--- src/rtl/mem_rr_arbiter.sv ---
// mem_rr_arbiter: shares one memory read port and one memory write port
// among NUM_CONSUMERS load/store units. Requests are granted round-robin,
// served one at a time, and aborted with a sticky per-consumer error flag
// if memory does not answer within TIMEOUT_CYCLES waiting cycles.
module mem_rr_arbiter #(
  parameter int ADDR_BITS      = 8,
  parameter int DATA_BITS      = 16,
  parameter int NUM_CONSUMERS  = 4,
  parameter int TIMEOUT_CYCLES = 64
) (
  input  logic                     clk,
  input  logic                     reset,
  input  logic [NUM_CONSUMERS-1:0] consumer_read_valid,
  input  logic [ADDR_BITS-1:0]     consumer_read_address [NUM_CONSUMERS],
  output logic [NUM_CONSUMERS-1:0] consumer_read_ready,
  output logic [DATA_BITS-1:0]     consumer_read_data [NUM_CONSUMERS],
  input  logic [NUM_CONSUMERS-1:0] consumer_write_valid,
  input  logic [ADDR_BITS-1:0]     consumer_write_address [NUM_CONSUMERS],
  input  logic [DATA_BITS-1:0]     consumer_write_data [NUM_CONSUMERS],
  output logic [NUM_CONSUMERS-1:0] consumer_write_ready,
  output logic                     mem_read_valid,
  output logic [ADDR_BITS-1:0]     mem_read_address,
  input  logic                     mem_read_ready,
  input  logic [DATA_BITS-1:0]     mem_read_data,
  output logic                     mem_write_valid,
  output logic [ADDR_BITS-1:0]     mem_write_address,
  output logic [DATA_BITS-1:0]     mem_write_data,
  input  logic                     mem_write_ready,
  output logic [NUM_CONSUMERS-1:0] timeout_error
);

  localparam int IDX_BITS = (NUM_CONSUMERS > 1) ? $clog2(NUM_CONSUMERS) : 1;
  localparam int CNT_BITS = (TIMEOUT_CYCLES > 1) ? $clog2(TIMEOUT_CYCLES) : 1;

  typedef enum logic [2:0] {
    S_IDLE           = 3'd0,
    S_READ_WAITING   = 3'd1,
    S_WRITE_WAITING  = 3'd2,
    S_READ_RELAYING  = 3'd3,
    S_WRITE_RELAYING = 3'd4
  } state_t;

  state_t              state_q;
  logic [IDX_BITS-1:0] idx_q;
  logic [IDX_BITS-1:0] last_grant_q;
  logic [CNT_BITS-1:0] cnt_q;

  logic                grant_found_d;
  logic [IDX_BITS-1:0] grant_idx_d;
  logic                grant_is_read_d;
  logic                tmo_hit_d;

  // Round-robin scan starting one past the last grant; the first consumer
  // with any valid wins, and a read beats a write on the same consumer.
  always_comb begin
    logic [IDX_BITS-1:0] cand;
    grant_found_d   = 1'b0;
    grant_idx_d     = '0;
    grant_is_read_d = 1'b0;
    cand            = '0;
    for (int i = 0; i < NUM_CONSUMERS; i++) begin
      cand = last_grant_q + IDX_BITS'(1) + IDX_BITS'(i);
      if (!grant_found_d && (consumer_read_valid[cand] || consumer_write_valid[cand])) begin
        grant_found_d   = 1'b1;
        grant_idx_d     = cand;
        grant_is_read_d = consumer_read_valid[cand];
      end else begin
        grant_found_d   = grant_found_d;
      end
    end
  end

  // Last permitted waiting cycle: without memory ready this one aborts.
  assign tmo_hit_d = (cnt_q == CNT_BITS'(TIMEOUT_CYCLES - 1));

  // Arbitration FSM with all outputs registered.
  always_ff @(posedge clk) begin
    if (!reset) begin
      state_q              <= S_IDLE;
      idx_q                <= '0;
      last_grant_q         <= IDX_BITS'(NUM_CONSUMERS - 1);
      cnt_q                <= '0;
      consumer_read_ready  <= '0;
      consumer_write_ready <= '0;
      mem_read_valid       <= 1'b0;
      mem_read_address     <= '0;
      mem_write_valid      <= 1'b0;
      mem_write_address    <= '0;
      mem_write_data       <= '0;
      timeout_error        <= '0;
      for (int i = 0; i < NUM_CONSUMERS; i++) begin
        consumer_read_data[i] <= '0;
      end
    end else begin
      case (state_q)
        S_IDLE: begin
          if (grant_found_d) begin
            idx_q        <= grant_idx_d;
            last_grant_q <= grant_idx_d;
            cnt_q        <= '0;
            if (grant_is_read_d) begin
              mem_read_valid   <= 1'b1;
              mem_read_address <= consumer_read_address[grant_idx_d];
              state_q          <= S_READ_WAITING;
            end else begin
              mem_write_valid   <= 1'b1;
              mem_write_address <= consumer_write_address[grant_idx_d];
              mem_write_data    <= consumer_write_data[grant_idx_d];
              state_q           <= S_WRITE_WAITING;
            end
          end else begin
            state_q <= S_IDLE;
          end
        end
        S_READ_WAITING: begin
          if (mem_read_ready) begin
            mem_read_valid             <= 1'b0;
            consumer_read_data[idx_q]  <= mem_read_data;
            consumer_read_ready[idx_q] <= 1'b1;
            state_q                    <= S_READ_RELAYING;
          end else if (tmo_hit_d) begin
            mem_read_valid             <= 1'b0;
            timeout_error[idx_q]       <= 1'b1;
            consumer_read_data[idx_q]  <= '0;
            consumer_read_ready[idx_q] <= 1'b1;
            state_q                    <= S_READ_RELAYING;
          end else begin
            cnt_q <= cnt_q + CNT_BITS'(1);
          end
        end
        S_WRITE_WAITING: begin
          if (mem_write_ready) begin
            mem_write_valid             <= 1'b0;
            consumer_write_ready[idx_q] <= 1'b1;
            state_q                     <= S_WRITE_RELAYING;
          end else if (tmo_hit_d) begin
            mem_write_valid             <= 1'b0;
            timeout_error[idx_q]        <= 1'b1;
            consumer_write_ready[idx_q] <= 1'b1;
            state_q                     <= S_WRITE_RELAYING;
          end else begin
            cnt_q <= cnt_q + CNT_BITS'(1);
          end
        end
        S_READ_RELAYING: begin
          if (!consumer_read_valid[idx_q]) begin
            consumer_read_ready[idx_q] <= 1'b0;
            state_q                    <= S_IDLE;
          end else begin
            state_q <= S_READ_RELAYING;
          end
        end
        S_WRITE_RELAYING: begin
          if (!consumer_write_valid[idx_q]) begin
            consumer_write_ready[idx_q] <= 1'b0;
            state_q                     <= S_IDLE;
          end else begin
            state_q <= S_WRITE_RELAYING;
          end
        end
        default: begin
          state_q <= S_IDLE;
        end
      endcase
    end
  end

endmodule

--- config.mk ---
export PLATFORM = sky130hd
export DESIGN_NAME = mem_rr_arbiter
export DESIGN_NICKNAME = d
export VERILOG_FILES = /design/src/rtl/mem_rr_arbiter.sv
export SDC_FILE = /design/constraint.sdc
export NUM_CORES = 1
export LEC_CHECK = 0
export ABC_CLOCK_PERIOD_IN_PS = 3900
export CORE_ASPECT_RATIO = 1.25
export CORE_MARGIN = 5
export CORE_UTILIZATION = 46
export CTS_BUF_LIST = sky130_fd_sc_hd__clkbuf_4 sky130_fd_sc_hd__clkbuf_8
export DETAILED_ROUTE_END_ITERATION = 16
export MAX_ROUTING_LAYER = met4
export PLACE_DENSITY_LB_ADDON = 0.05
export RECOVER_POWER = 50
export SLEW_MARGIN = 20
export SYNTH_ARGS = -nofsm -noshare
export SYNTH_HDL_FRONTEND = slang
export SYNTH_SLANG_ARGS = --single-unit
--- constraint.sdc ---
create_clock -name clk -period 3.9 [get_ports clk]
set_clock_uncertainty 0.1 [all_clocks]
set_input_delay 1.17 -clock clk [delete_from_list [all_inputs] [get_ports clk]]
set_output_delay 1.17 -clock clk [all_outputs]
set_load 0.02 [all_outputs]
Word level (Yosys, flattened, before mapping)
Cells that the tools add are included.
{"block": "totals", "register_bits": 123, "inputBits": 156}
{"block": "classes", "n_eq_ne": 14, "n_lt_le_gt_ge": 9, "n_addsub": 5, "n_mux": 83, "bitwise_logic": 11, "reduce_logical": 31}
{"op": "64-bit 2-to-1 mux", "n": 2}
{"op": "64-bit bitwise AND", "n": 1}
{"op": "64-bit bitwise mux", "n": 1}
{"op": "64-bit NOT", "n": 1}
{"op": "16-bit 2-to-1 mux", "n": 3}
{"op": "4-bit 2-to-1 mux", "n": 9}
{"op": "16-bit binary-select mux with 2-bit select", "n": 1}
{"op": "8-bit binary-select mux with 2-bit select", "n": 2}
{"op": "16-bit demux with 2-bit select", "n": 1}
{"op": "8-bit 2-to-1 mux", "n": 4}
{"op": "1-bit 2-to-1 mux", "n": 26}
{"op": "6-bit 2-to-1 mux", "n": 4}
{"op": "4-bit case mux with 2 select lines", "n": 3}
{"op": "1-bit binary-select mux with 2-bit select", "n": 10}
{"op": "3-bit 2-to-1 mux", "n": 6}
{"op": "6-bit case mux with 3 select lines", "n": 1}
{"op": "2-bit by 3-bit less-than comparator with 1-bit output, second input constant", "n": 5}
{"op": "3-bit case mux with 5 select lines", "n": 1}
{"op": "3-bit AND reduction", "n": 5}
{"op": "2-bit != test, second input constant", "n": 7}
{"op": "2-bit 2-to-1 mux", "n": 6}
{"op": "4-bit OR", "n": 3}
{"op": "4-bit AND reduction", "n": 3}
{"op": "2-bit nonzero test", "n": 6}
{"op": "other kinds (23)", "n": 42}

Depth between registers and ports, before layout
{"block": "logic_depth", "depth_word": 18, "depth_mapped": 10, "mapped_depth_nobuf": 7}

Worst setup path after synthesis
OpenSTA, ideal clock, no wires.
{"block": "synth_timing", "path_type": "input port to flip-flop", "startpoint": "in consumer_write_valid[2]", "endpoint": "reg mem_write_data[3]", "slack_ns": 0.471, "required_ns": 3.715, "arrival_ns": 3.244, "cell_stages": 9, "setup_ns": 0.085, "cell_sequence": "mux4_2 -> or4_1 -> buf_2 -> and3_1 -> buf_6 -> buf_6 -> nor4b_2 -> o21ai_1 -> o221ai_1"}
{"block": "synth_between", "elab_chain_len": 17, "elab_cells_between_ends": 36, "cone_classes": "mux (23); bitwise (2); reduce/logical (11)"}
{"item": "start, declared", "line": "17", "source": "input logic [NUM_CONSUMERS-1:0] consumer_write_valid,"}
{"item": "1-bit binary-select mux with 2-bit select", "line": "63", "source": "if (!grant_found_d && (consumer_read_valid[cand] || consumer_write_valid[cand])) begin"}
{"item": "1-bit 2-to-1 mux (implied by the code)", "line": "63"}
{"item": "1-bit logical OR", "line": "63"}
{"item": "1-bit 2-to-1 mux", "line": "63"}
{"item": "1-bit zero test", "line": "63"}
{"item": "1-bit logical AND", "line": "63"}
{"item": "1-bit 2-to-1 mux", "line": "63"}
{"item": "1-bit zero test", "line": "63"}
{"item": "1-bit logical AND", "line": "63"}
{"item": "1-bit 2-to-1 mux", "line": "63"}
{"item": "1-bit zero test", "line": "63"}
{"item": "1-bit logical AND", "line": "63"}
{"item": "2-bit 2-to-1 mux", "line": "63"}
{"item": "2-bit NOT with 3-bit output (implied by the code)", "line": "108", "source": "mem_write_data <= consumer_write_data[grant_idx_d];"}
{"item": "16-bit binary-select mux with 2-bit select", "line": "108"}
{"item": "16-bit 2-to-1 mux (implied by the code) (2 in a row)", "line": "108"}
{"item": "end signal, assigned", "line": "108"}
{"item": "end, declared", "line": "27", "source": "output logic [DATA_BITS-1:0] mem_write_data,"}
Several ways; a longest one is shown, not always the timed one. The select of a mux whose other input is x is not followed.
A chain may end at the register's enable or synchronous reset.

Worst setup path in the final report
{"block": "layout_timing", "startpoint": "in consumer_read_valid[2]", "endpoint": "reg mem_read_address[0]"}
{"block": "layout_between", "elab_chain_len": 17, "elab_cells_between_ends": 35, "cone_classes": "mux (23); bitwise (1); reduce/logical (11)"}
{"item": "start, declared", "line": "13", "source": "input logic [NUM_CONSUMERS-1:0] consumer_read_valid,"}
{"item": "1-bit binary-select mux with 2-bit select", "line": "63, 66"}
{"item": "1-bit 2-to-1 mux (implied by the code)", "line": "63, 66"}
{"item": "1-bit logical OR", "line": "63"}
{"item": "1-bit 2-to-1 mux", "line": "63"}
{"item": "1-bit zero test", "line": "63"}
{"item": "1-bit logical AND", "line": "63"}
{"item": "1-bit 2-to-1 mux", "line": "63"}
{"item": "1-bit zero test", "line": "63"}
{"item": "1-bit logical AND", "line": "63"}
{"item": "1-bit 2-to-1 mux", "line": "63"}
{"item": "1-bit zero test", "line": "63"}
{"item": "1-bit logical AND", "line": "63"}
{"item": "2-bit 2-to-1 mux", "line": "63"}
{"item": "2-bit NOT with 3-bit output (implied by the code)", "line": "103", "source": "mem_read_address <= consumer_read_address[grant_idx_d];"}
{"item": "8-bit binary-select mux with 2-bit select", "line": "103"}
{"item": "8-bit 2-to-1 mux (implied by the code) (2 in a row)", "line": "103"}
{"item": "end signal, assigned", "line": "103"}
{"item": "end, declared", "line": "22", "source": "output logic [ADDR_BITS-1:0] mem_read_address,"}
Several ways; a longest one is shown, not always the timed one. The select of a mux whose other input is x is not followed.

==> results.json <==
{
  "path_clk_slew_ns": 0.09,
  "cp-end-kind": "flop",
  "r2r-end": "mem_read_address[0]",
  "cts_max_level": 4,
  "grt_pass1_wl_um": 38500,
  "cts_hold_buf": 0,
  "relSlewSlack_pct": 6.28,
  "die_y_um": 149,
  "total_power_w": 0.00673,
  "rrSetupSlack_ns": 0.50,
  "num_vias": 7377,
  "r2r-start": "last_grant_q[1]",
  "drive_above_1_share_pct": 13.8,
  "grt.met1_usage_pct": 28.7,
  "synth-simple-area-share_pct": 25.3,
  "cp_slowest_stage_delay_ns": 0.60,
  "synth_compound_area_share_pct": 16.3,
  "finalWirelength_um": 24600,
  "busiest_layer": "met2",
  "first_pass_iters": 7,
  "power.density_nw_per_um2": 637,
  "finalNetCount": 1194,
  "antenna_found_initial": 0,
  "cts_tree": "yes",
  "arrival_ns": 3.89,
  "p_leak_nw": 4.70,
  "ys_warn_count": 0,
  "period_minus_slack_ns": 3.68,
  "grt_pass1_vias": 7588,
  "path_buf_inv": 3,
  "syn-instance-count": 774,
  "cts.sinks": 123,
  "grt_use_met3_pct": 7.49,
  "ir_worst_vdd_mv": 0.452,
  "outcome": "complete, no violations",
  "avgSynthCellArea_um2": 9.13,
  "fin_crit_sh_pct": 94.4,
  "finalSetupViolCount": 0,
  "ys_types": 46,
  "gp_routability_congestion": 0.903,
  "synth_seq_cells": 123,
  "grt_overflow": 0,
  "portBuffers": 265,
  "drc": 0,
  "critPathSlowestCell": "o311ai_0",
  "cts_resized": 0,
  "antennaDiodeCount": 0,
  "pin_count": 266,
  "critical_path.cell_chain": "clkdlybuf4s50_1 -> buf_4 -> mux4_2 -> or2_2 -> o311ai_0 -> a311oi_4 -> buf_6 -> o21ai_1 -> o221ai_1",
  "cts_setup_buffers": 0,
  "wire_per_inst_um": 19.9,
  "start_util_pct": 47.0,
  "critical_path_required_ns": 4.11,
  "whs_ns": 0.347,
  "hold_path_class": "reg -> reg",
  "worstSkewPairLatency_ns": 0.45,
  "die_w_um": 121,
  "cts_root_buf": "clkbuf_8",
  "hold_viol_final": 0,
  "synth_nets": 931,
  "holdPathStages": 2,
  "cp.depth": 9,
  "antenna_left": 0,
  "crit_fanout": 10,
  "synth_ff_type": "dfxtp_1",
  "vias_per_cell": 5.99,
  "fin_cells": 1232,
  "hpwl_um": 18400,
  "async_flop_share_pct": 0,
  "synth_edf_count": 0,
  "drv_cap": 0,
  "globalRouteMet2Util_pct": 47.2,
  "drv_slew": 0,
  "synth_top_family_by_area": "simple AND/OR/NAND/NOR gates",
  "dp.cells": 1200,
  "muxShareOfSynthArea_pct": 17.9,
  "dr.first_iter.drc_count": 545,
  "numCtsBuffers": 17,
  "synth_xor_area_share_pct": 0.248,
  "fp.coreArea_um2": 15000,
  "path_class": "in -> reg",
  "tightest_slew_ns": 1.41,
  "final_cell_mix": "clkdlybuf4s50_1, dfxtp_1, mux2i_1",
  "synth_area_um2": 7060,
  "ys_seq_area_share_pct": 34.9,
  "clockBufferDepth": 2,
  "synth_fa_ha_area_share_pct": 0.177,
  "layout_commonest_cell": "clkdlybuf4s50_1",
  "rsz0062_at_grt": "false",
  "reg2reg_depth": 8,
  "grt_max_degree": 76,
  "cp-start-kind": "input pin",
  "crit_start": "consumer_read_valid[2]",
  "grt_use_total_pct": 27.2,
  "fmax_mhz": 272,
  "die-area_um2": 18000,
  "areaGrowthSynthToFinish_pct": 49.6,
  "crit_family": "compound AO/OA/AOI/OAI gates",
  "num_rows": 50
}
-- flip-flops by register name, indices dropped and copies added (netlist names), named ones only --
register	flops
cnt_q	6
consumer_read_data	64
idx_q	2
last_grant_q	2
mem_read_address	8
mem_read_valid	1
mem_write_address	8
mem_write_data	16
mem_write_valid	1
state_q	3
timeout_error	4
-- cell families (layout without fill, tap and decap cells) --
family / count (synthesis) / count (layout)
simple gates: 294 / 294
compound gates: 155 / 155
flops: 123 / 123
mux: 113 / 113
buf+inv: 86 / 362
xor+xnor: 2 / 2
fa+ha+maj: 1 / 1
-- worst max-delay path by stage --
stage	to	slack, ns
2_1_floorplan	mem_write_data[3]	0.47
6_report	mem_read_address[0]	0.22
4_1_cts	mem_write_data[1]	0.22
5_1_grt	mem_read_address[0]	0.14
3_3_place_gp	mem_write_data[0]	-0.34
3_5_place_dp	mem_write_data[1]	-0.25
-- layer usage --
metal | up-vias | part of all wire [%]
met2 | 340 | 51
met5 | - | 0
li1 | 3453 | -
met4 | 0 | 3.5
met3 | 60 | 8.2
met1 | 3524 | 38
-- Yosys cell counts (all sizes together), types with 16 or more instances --
library cell / instances / share of area, %
nor4b: 32 / 6.5
and3: 66 / 5.8
a221o: 33 / 4.7
clkbuf: 57 / 3.0
buf: 21 / 1.8
nor2: 91 / 4.8
a21oi: 19 / 1.3
mux2i: 99 / 14
o21ai: 45 / 3.2
nand2: 16 / 0.85
o221ai: 33 / 4.1
nand3: 41 / 2.9
and2: 17 / 1.5
dfxtp: 123 / 35
-- worst reg2reg max path, cell delays in order, from the launching register on --
cell and delay, ns:
dfxtp_1 0.72, buf_4 0.31, mux4_2 0.56, or2_2 0.36, o311ai_0 0.61, a311oi_4 0.15, buf_6 0.21, o21ai_1 0.09
o221ai_1 0.15
-- stage by stage --
step | worst slack [ns] | utilization (%) | cell area [um2] | TNS (ns)
2_1_floorplan | 0.471 | - | 7060 | 0
3_3_place_gp | -0.337 | 67.8 | 10200 | -8.06
3_5_place_dp | -0.247 | 67.9 | 10200 | -6.24
4_1_cts | 0.222 | 70.6 | 10600 | 0
5_1_grt | 0.143 | 70.4 | 10600 | 0
6_report | 0.217 | 70.4 | 10600 | 0
-- power breakdown --
part	internal [W]	switching [W]	total (W)	leakage [nW]
logic	0.00181	0.00206	0.00387	3.51
registers	0.00150	0.000207	0.00170	0.997
clock network	0.000578	0.000583	0.00116	0.199
total	0.00388	0.00285	0.00673	4.70
-- area by class of cell --
cell class                      count  area, um2
Multi-Input combinational cell    565       4270
Fill cell                        1217       4450
Clock inverter                     15        163
Inverter                            8       30.0
Timing Repair Buffer              322       3180
Sequential cell                   123       2460
Tap cell                          182        228
Clock buffer                       17        234
Power figures use the tool's default switching activity.
